`config.mk`:
```
export PLATFORM = sky130hd
export DESIGN_NAME = mdu_hilo_ctrl
export DESIGN_NICKNAME = d
export VERILOG_FILES = /design/src/rtl/mdu_pkg.sv /design/src/rtl/div_iter.sv /design/src/rtl/mdu_hilo_ctrl.sv
export SDC_FILE = /design/constraint.sdc
export NUM_CORES = 2
export LEC_CHECK = 0
export ABC_AREA = 1
export CORE_MARGIN = 2
export CORE_UTILIZATION = 30
export DETAILED_ROUTE_END_ITERATION = 16
export PLACE_DENSITY = 0.49
export SYNTH_ARGS = -nofsm -noshare
export SYNTH_HDL_FRONTEND = slang
export SYNTH_SLANG_ARGS = --single-unit
```
`constraint.sdc`:
```
create_clock -name clk -period 9.7 [get_ports clk]
set_input_delay 1.94 -clock clk [delete_from_list [all_inputs] [get_ports clk]]
set_output_delay 1.94 -clock clk [all_outputs]
set_load 0.05 [all_outputs]
```
`src/rtl/mdu_pkg.sv`:
```
// Shared definitions for the multiply/divide unit: op codes, controller states,
// divider constants and the signed-result fixup helper.
package mdu_pkg;

  typedef enum logic [2:0] {
    OP_MULT  = 3'd0,
    OP_MULTU = 3'd1,
    OP_DIV   = 3'd2,
    OP_DIVU  = 3'd3,
    OP_MTHI  = 3'd4,
    OP_MTLO  = 3'd5
  } mdu_op_e;

  typedef enum logic [1:0] {
    S_IDLE,
    S_MUL,
    S_DIV,
    S_DONE
  } mdu_state_e;

  localparam int          DIV_ITERS = 32;
  localparam logic [31:0] DIV0_LO   = 32'hFFFF_FFFF;

  // Two's-complement negate when neg is set; the magnitude 0x80000000 maps to itself.
  function automatic logic [31:0] apply_sign(input logic [31:0] mag, input logic neg);
    return neg ? (~mag + 32'd1) : mag;
  endfunction

endpackage

```
`src/rtl/div_iter.sv`:
```
// 32-bit unsigned restoring divider, one quotient bit per cycle.
// done is high during the cycle that performs the final iteration.
module div_iter
  import mdu_pkg::*;
(
  input  logic        clk,
  input  logic        rst,
  input  logic        abort,
  input  logic        start,
  input  logic [31:0] dividend,
  input  logic [31:0] divisor,
  output logic        done,
  output logic [31:0] quot,
  output logic [31:0] rem
);

  logic [31:0] quot_q, quot_d;
  logic [31:0] rem_q, rem_d;
  logic [31:0] dsor_q, dsor_d;
  logic [5:0]  cnt_q, cnt_d;
  logic        run_q, run_d;
  logic [32:0] part, diff;

  always_comb begin
    // NOTE: every combinational output gets a default first so no path can infer a latch.
    quot_d = quot_q;
    rem_d  = rem_q;
    dsor_d = dsor_q;
    cnt_d  = cnt_q;
    run_d  = run_q;
    part   = {rem_q, quot_q[31]};
    diff   = part - {1'b0, dsor_q};
    if (start) begin
      quot_d = dividend;
      rem_d  = '0;
      dsor_d = divisor;
      cnt_d  = '0;
      run_d  = 1'b1;
    end else if (run_q) begin
      // A clear borrow bit means the trial subtraction fits: keep it and shift in a 1.
      if (!diff[32]) begin
        rem_d  = diff[31:0];
        quot_d = {quot_q[30:0], 1'b1};
      end else begin
        rem_d  = part[31:0];
        quot_d = {quot_q[30:0], 1'b0};
      end
      cnt_d = cnt_q + 6'd1;
      if (cnt_q == 6'(DIV_ITERS - 1)) run_d = 1'b0;
    end
  end

  always_ff @(posedge clk) begin
    // NOTE: sequential state uses non-blocking assignments only.
    if (rst || abort) begin
      quot_q <= '0;
      rem_q  <= '0;
      dsor_q <= '0;
      cnt_q  <= '0;
      run_q  <= 1'b0;
    end else begin
      quot_q <= quot_d;
      rem_q  <= rem_d;
      dsor_q <= dsor_d;
      cnt_q  <= cnt_d;
      run_q  <= run_d;
    end
  end

  assign done = run_q && (cnt_q == 6'(DIV_ITERS - 1));
  assign quot = quot_q;
  assign rem  = rem_q;

endmodule

```
`src/rtl/mdu_hilo_ctrl.sv`:
```
// Multiply/divide sequencer owning the HI/LO pair; stalls EX while busy.
// Define MDU_HILO_BYPASS_EN to forward the value being written onto hilo_o.
module mdu_hilo_ctrl
  import mdu_pkg::*;
#(
  parameter int MUL_LAT = 4
) (
  input  logic        clk,
  input  logic        rst,
  input  logic        flush,
  input  logic        op_valid,
  input  logic [2:0]  op,
  input  logic [31:0] rs_val,
  input  logic [31:0] rt_val,
  output logic        stall_o,
  output logic        busy_o,
  output logic [63:0] hilo_o
);

  mdu_state_e  state_q, state_d;
  logic [3:0]  cnt_q, cnt_d;
  logic [63:0] hilo_q, hilo_d;
  logic [63:0] prod_q, prod_d;
  logic        isdiv_q, isdiv_d;
  logic        qneg_q, qneg_d;
  logic        rneg_q, rneg_d;

  logic        is_signed;
  logic [63:0] mul_a, mul_b, mul_full;
  logic [31:0] dvd_mag, dsr_mag;
  logic        div_start, div_done;
  logic [31:0] div_quot, div_rem;
  logic [63:0] result;

  assign is_signed = (op == OP_MULT) || (op == OP_DIV);
  // 33-bit sign/zero extension carried into a 64-bit multiply; the low 64 bits are exact.
  assign mul_a    = {{31{is_signed & rs_val[31]}}, is_signed & rs_val[31], rs_val};
  assign mul_b    = {{31{is_signed & rt_val[31]}}, is_signed & rt_val[31], rt_val};
  assign mul_full = mul_a * mul_b;
  assign dvd_mag  = apply_sign(rs_val, is_signed & rs_val[31]);
  assign dsr_mag  = apply_sign(rt_val, is_signed & rt_val[31]);
  assign result   = isdiv_q ? {apply_sign(div_rem, rneg_q), apply_sign(div_quot, qneg_q)}
                            : prod_q;

  div_iter u_div_iter (
    .clk      (clk),
    .rst      (rst),
    .abort    (flush),
    .start    (div_start),
    .dividend (dvd_mag),
    .divisor  (dsr_mag),
    .done     (div_done),
    .quot     (div_quot),
    .rem      (div_rem)
  );

  always_comb begin
    state_d   = state_q;
    cnt_d     = cnt_q;
    hilo_d    = hilo_q;
    prod_d    = prod_q;
    isdiv_d   = isdiv_q;
    qneg_d    = qneg_q;
    rneg_d    = rneg_q;
    div_start = 1'b0;
    stall_o   = 1'b0;
    unique case (state_q)
      S_IDLE: if (op_valid && !flush) begin
        case (op)
          OP_MTHI: hilo_d[63:32] = rs_val;
          OP_MTLO: hilo_d[31:0]  = rs_val;
          OP_MULT, OP_MULTU: begin
            stall_o = 1'b1;
            prod_d  = mul_full;
            isdiv_d = 1'b0;
            cnt_d   = '0;
            state_d = S_MUL;
          end
          OP_DIV, OP_DIVU: begin
            stall_o = 1'b1;
            if (rt_val == 32'd0) begin
              // Divide-by-zero result is known now; reuse the product path.
              prod_d  = {rs_val, DIV0_LO};
              isdiv_d = 1'b0;
              state_d = S_DONE;
            end else begin
              div_start = 1'b1;
              isdiv_d   = 1'b1;
              qneg_d    = is_signed & (rs_val[31] ^ rt_val[31]);
              rneg_d    = is_signed & rs_val[31];
              state_d   = S_DIV;
            end
          end
          default: ;
        endcase
      end
      S_MUL: begin
        stall_o = 1'b1;
        if (cnt_q == 4'(MUL_LAT - 1)) begin
          cnt_d   = '0;
          state_d = S_DONE;
        end else begin
          cnt_d = cnt_q + 4'd1;
        end
      end
      S_DIV: begin
        stall_o = 1'b1;
        if (div_done) state_d = S_DONE;
      end
      S_DONE: begin
        hilo_d  = result;
        state_d = S_IDLE;
      end
      default: state_d = S_IDLE;
    endcase
    if (flush) begin
      state_d   = S_IDLE;
      cnt_d     = '0;
      hilo_d    = hilo_q;
      div_start = 1'b0;
      stall_o   = 1'b0;
    end
  end

  always_ff @(posedge clk) begin
    if (rst) begin
      state_q <= S_IDLE;
      cnt_q   <= '0;
      hilo_q  <= '0;
      prod_q  <= '0;
      isdiv_q <= 1'b0;
      qneg_q  <= 1'b0;
      rneg_q  <= 1'b0;
    end else begin
      state_q <= state_d;
      cnt_q   <= cnt_d;
      hilo_q  <= hilo_d;
      prod_q  <= prod_d;
      isdiv_q <= isdiv_d;
      qneg_q  <= qneg_d;
      rneg_q  <= rneg_d;
    end
  end

  assign busy_o = (state_q != S_IDLE);

`ifdef MDU_HILO_BYPASS_EN
  assign hilo_o = hilo_d;
`else
  assign hilo_o = hilo_q;
`endif

endmodule

```
== Word-level counts from Yosys, hierarchy flattened ==
Index checks and enable logic that the tools add are counted.

* Bits in registers: 240
* Bits of input ports: 71
* Output and inout port bits: 66
* Word-level logic and storage cells: 113

* Add/sub/neg operators: 7
* Multiply operators: 1
* Equal/unequal tests: 18
* Multiplexer cells: 38
* Bitwise operators: 10
* Reduce and logical (&&, ||, !) cells: 26

{| class="wikitable"
|+ Operator list
! cell !! number
|-
| 32-bit two-way mux || 9
|-
| 64-bit one-hot mux with 2 select lines || 2
|-
| 64-bit two-way mux || 3
|-
| 32-bit by 1-bit adder with 32-bit output, second input constant || 4
|-
| 32-bit inverter || 4
|-
| 33-bit by 33-bit multiplier with 64-bit output || 1
|-
| 33-bit by 32-bit subtractor with 33-bit output || 1
|-
| 32-bit logical NOT || 1
|-
| 4-bit AND reduction || 5
|-
| 1-bit two-way mux || 13
|-
| 4-bit two-way mux || 3
|-
| 2-bit nonzero test || 5
|-
| 2-bit OR reduction || 5
|-
| 2-bit != test, second input constant || 4
|-
| 2-bit one-hot mux with 4 select lines || 1
|-
| 4-bit one-hot mux with 2 select lines || 1
|-
| 6-bit by 1-bit adder with 6-bit output, second input constant || 1
|-
| 3-bit by 2-bit == test with 1-bit output, second input constant || 2
|-
| 3-bit == test, second input constant || 2
|-
| 6-bit by 5-bit == test with 1-bit output, second input constant || 1
|-
| 2-bit two-way mux || 3
|-
| 2-bit by 1-bit != test with 1-bit output, second input constant || 3
|-
| 3-bit AND reduction || 2
|-
| 4-bit by 1-bit adder with 4-bit output, second input constant || 1
|-
| 16 further kinds || 23
|}

== Depth between registers and ports, before layout ==
* Depth after elaboration: 7
* Gate-level depth with buffers: 34

== Hierarchy ==
A second synthesis with hierarchy kept.

* Cells, all modules: 7785
* Area, all modules: 56456.6 um2

{| class="wikitable"
|+ By module, submodules not included
! module !! times used !! cells each !! area each (um2) !! seq. area each (um2)
|-
| mdu_hilo_ctrl || 1 || 6582 || 49353.6 || 2742.6
|-
| div_iter || 1 || 1203 || 7103.1 || 2062.0
|}

== Worst setup path before layout ==
No wires, ideal clock.

* Path type: input-to-reg
* Start: input rs_val[31]
* End: register prod_q[63]
* Arrival time: 8816 ps
* Required time: 9568 ps
* Slack: 752 ps
* Stages: 31
* Cell sequence: clkbuf_1 -> clkbuf_1 -> nand2_1 -> nor2_1 -> fa_1 -> inv_1 -> fa_1 -> inv_1 -> fa_1 -> fa_1 -> inv_1 -> fa_1 -> fa_1 -> inv_1 -> fa_1 -> inv_1 -> fa_1 -> inv_1 -> ha_1 -> inv_1 -> nor3_1 -> nand2_1 -> nor2_1 -> and2_1 -> nand2_1 -> nand2_1 -> inv_1 -> nand2_1 -> nand3_1 -> nand2_1 -> a21oi_1

* Cells in the longest elaborated chain, start to end: 3
* Elaborated cells between the ends (all ways): 4
* Classes of those cells: mul (1); mux (2); bitwise (1)

{| class="wikitable"
|+ Ends and longest elaborated chain
! element !! line !! RTL
|-
| start: declaration || mdu_hilo_ctrl.sv:13 || <nowiki>input logic [31:0] rs_val,</nowiki>
|-
| 1-bit bitwise AND || mdu_hilo_ctrl.sv:37 || <nowiki>assign mul_a = {{31{is_signed & rs_val[31]}}, is_signed & rs_val[31], rs_val};</nowiki>
|-
| 33-bit by 33-bit multiplier with 64-bit output || mdu_hilo_ctrl.sv:39 || <nowiki>assign mul_full = mul_a * mul_b;</nowiki>
|-
| 64-bit one-hot mux with 2 select lines * || mdu_hilo_ctrl.sv:69 || <nowiki>case (op)</nowiki>
|-
| end signal: assignment || mdu_hilo_ctrl.sv:138 || <nowiki>prod_q <= prod_d;</nowiki>
|-
| end: declaration || mdu_hilo_ctrl.sv:23 || <nowiki>logic [63:0] prod_q, prod_d;</nowiki>
|}

Every way passes the cells marked *; elsewhere a longest branch is shown, timed or not. The select of a mux whose other input is x is not followed.
A chain may end at the register's enable or synchronous reset.

== Final worst setup path ==
* Start: input op[0]
* End: register prod_q[38]

* Cells in the longest elaborated chain, start to end: 5
* Elaborated cells between the ends (all ways): 14
* Classes of those cells: mul (1); eq/ne (4); mux (1); bitwise (2); reduce/logical (6)

{| class="wikitable"
|+ Ends and longest elaborated chain
! element !! line !! RTL
|-
| start: declaration || mdu_hilo_ctrl.sv:12 || <nowiki>input logic [2:0] op,</nowiki>
|-
| 3-bit by 2-bit == test with 1-bit output or 3-bit logical NOT (tied branches) || mdu_hilo_ctrl.sv:35, mdu_hilo_ctrl.sv:69 ||
|-
| 1-bit logical OR || mdu_hilo_ctrl.sv:35 || <nowiki>assign is_signed = (op == OP_MULT) || (op == OP_DIV);</nowiki>
|-
| 1-bit bitwise AND, on equally long branches || mdu_hilo_ctrl.sv:37, mdu_hilo_ctrl.sv:38 ||
|-
| 33-bit by 33-bit multiplier with 64-bit output || mdu_hilo_ctrl.sv:39 ||
|-
| 64-bit one-hot mux with 2 select lines || mdu_hilo_ctrl.sv:69 ||
|}

Parallel ways exist; a longest one is shown, timed or not.

==> flow_summary.yaml <==
outcome:
  status: "complete, no violations"
global_route:
  grt_max_degree: 92
  antenna_found_initial: 11
  track_usage_pct: 23.1
  grt_overflow: 0
  grt_pass1_vias: 52000
  grt_pass1_wl_um: 334000
yosys:
  synth_area_mm2: 0.0560
  synth_fp_nets: 9144
  netlist.area_leader.share_pct: 40.3
  syn_avg_cell_area_um2: 7.28
  yosysWarnings: 0
  synthTopCellsByCount: "2027 x nand2_1, 1899 x inv_1, 1126 x fa_1"
  synth_flop_cell: "dfxtp_1"
  ys_top_cells_by_area: "fa_1 40%, nand2_1 14%, inv_1 13%"
  ys_ff_latch: 240
  netlist_instances: 7692
  synth_edf_count: 0
  synth_async_sr_flop_share_pct: 0
  yosysMostFrequentCell: "nand2_1"
  synth_cell_type_count: 61
  yosysSeqAreaShare_pct: 8.58
  yosys.area.top_type: "fa_1"
worst_setup_path:
  path_common_cell: "fa_1"
  r2r_end: "hilo_o[34]"
  crit_required_ns: 10.17
  slowest_delay_ns: 0.59
  crit_family: "adder cells"
  start_kind: "input pin"
  worst_path_max_delay_cell: "fa_1"
  rr_worst_depth: 10
  worstReg2RegStart: "state_q[0]"
  path_class: "input pin to register"
  cp_num_buf_inv: 11
  worstPathMaxFanout: 14
  arrival_ns: 9.87
  end_kind: "register"
  r2r_slack_ns: 5.82
route:
  vias: 49500
  drt-vias-per-instance: 4.77
  drtIter0Drc: 3916
  wl_um: 219000
  antenna_left: 0
  drc: 0
  drt_pass1_iterations: 5
  avgRoutedWirePerCell_um: 21.1
clock_tree:
  cts.htree.levels: 1
  clk_pin_slew_worst_paths_ns: 0.06
  clk_latency_ns: 0.58
  cts_setup_buffers: 0
  numCtsBuffers: 28
  cts.path.max_buffers: 3
  cts_tree: "yes"
  clock-root-buffer: "clkbuf_16"
  cts_sinks: 240
timing:
  post-route-min-period_ns: 9.40
  tightestPinTransition_ns: 1.15
  maxSlewHeadroom_pct: 23.0
  hold_viol_final: 0
  fin_worst_skew_ns: 0.00863
  grt_setup_unrepaired: "false"
  period_share_pct: 96.9
  slew_viol_final: 0
  max_freq_ghz: 0.106
  fin_hold_ws_ns: 0.470
  setup_viol: 0
finish:
  area_delta_synth_final_pct: 12.7
  final_area_mm2: 0.0631
  stdcell_count: 10400
  nNetsFinal: 9330
  drive_gt1_share_pct: 7.34
  nFillCells: 20000
placement:
  routabilityCongestion: 0.965
  place_area_mm2: 0.0621
  io_buffers: 136
  dp_cells: 10300
  hpwl_um: 183000
worst_hold_path:
  hold_depth: 2
  holdPathEnd: "u_div_iter.dsor_q[2]"
  hold_start: "u_div_iter.dsor_q[2]"
  min_path_type: "register to register"
floorplanning:
  rows: 158
  die_x_um: 436
  die-area_mm2: 0.190
  num_io_pins: 137
  start_util_pct: 30.2
  fp.coreArea_mm2: 0.185
  die_h_um: 436
job:
  maxCapViolCount: 0
worst max-delay path by stage:
stage	from	to	cells after the start
2_1_floorplan	rs_val[31]	prod_q[63]	31
3_3_place_gp	op[0]	prod_q[35]	35
3_5_place_dp	op[0]	prod_q[35]	35
4_1_cts	op[0]	prod_q[56]	30
5_1_grt	op[0]	prod_q[60]	33
6_report	op[0]	prod_q[38]	28
cell usage in the layout, fill, tap and decap left out, types with 23 or more instances in the layout:
master,Yosys,routed
inv_1,1899,1899
a31oi_1,32,32
o221ai_1,29,29
o211ai_1,23,23
nand4_1,45,45
nand2_1,2027,2026
nor3_1,38,38
xor2_1,68,67
buf_2,39,60
ha_1,255,254
dfxtp_1,240,239
nand3_1,244,243
buf_12,0,33
o21ai_0,246,246
clkbuf_16,0,29
a21oi_1,337,337
xnor2_1,29,29
fa_1,1126,1126
nor2_1,519,512
buf_4,7,371
clkdlybuf4s50_1,0,75
repair_timing:
action,4_1_cts,5_1_grt
pin swaps,0,0
hold buffers,0,0
resized for setup,1,6
endpoints found under the setup margin,1,6
layer usage:
layer / global-route usage (%) / share of wire (%) / up-vias / wire [µm]
li1: - / - / 22900 / -
met1: 30.7 / 43 / 24900 / 94200
met2: 39.6 / 48 / 1450 / 106000
met3: 2.35 / 5.4 / 295 / 11900
met4: 6.81 / 3.4 / 4 / 7400
met5: 0 / 0.012 / - / 26
sequential cells by signal, indices dropped and copies added, names as in the netlist, 2 cells and up:
name	cells
u_div_iter.quot	32
u_div_iter.dsor_q	32
state_q	2
u_div_iter.cnt_q	6
u_div_iter.rem	32
cnt_q	4
hilo_o	64
prod_q	64
metrics by stage:
step           setup WS, ns  util [%]  TNS [ns]
2_1_floorplan         0.752         -         0
3_3_place_gp         -0.656      33.5     -4.02
3_5_place_dp         -0.658      33.5     -4.36
4_1_cts              0.0686      34.0         0
5_1_grt              0.0128      34.0         0
6_report              0.298      34.0         0
cell type report:
type | instances | area (µm²) | share of cell area (%)
multi-input cells | 5155 | 42500 | 67.4
well taps | 2480 | 3100 | 4.92
inverters | 1913 | 7190 | 11.4
diodes | 3 | 7.51 | 0.0119
repair buffers | 540 | 4500 | 7.13
flip-flops and latches | 240 | 4810 | 7.62
clock buffers | 39 | 803 | 1.27
clock inverters | 11 | 189 | 0.299
cells by family (layout without fill, tap and decap cells):
group | Yosys count | count (layout) | synth area share (%)
and+or+nand+nor | 2931 | 2931 | 20.9
buffers and inverters | 2297 | 2503 | 15.6
adders and majority gates | 1381 | 1381 | 45.9
AOI/OAI and AO/OA | 746 | 746 | 7.50
DFF | 240 | 240 | 8.58
xor gates and xnor gates | 97 | 97 | 1.52
other | 0 | 3 | 0
tightest hold or removal path, cell delays in order (launching register included):
cell,delay (ns)
dfxtp_1,0.30
inv_1,0.07
a21oi_1,0.06
Power is left out: the tool's default activity adds up to more than one toggle a clock period on the data nets, which glitch-free logic cannot reach.
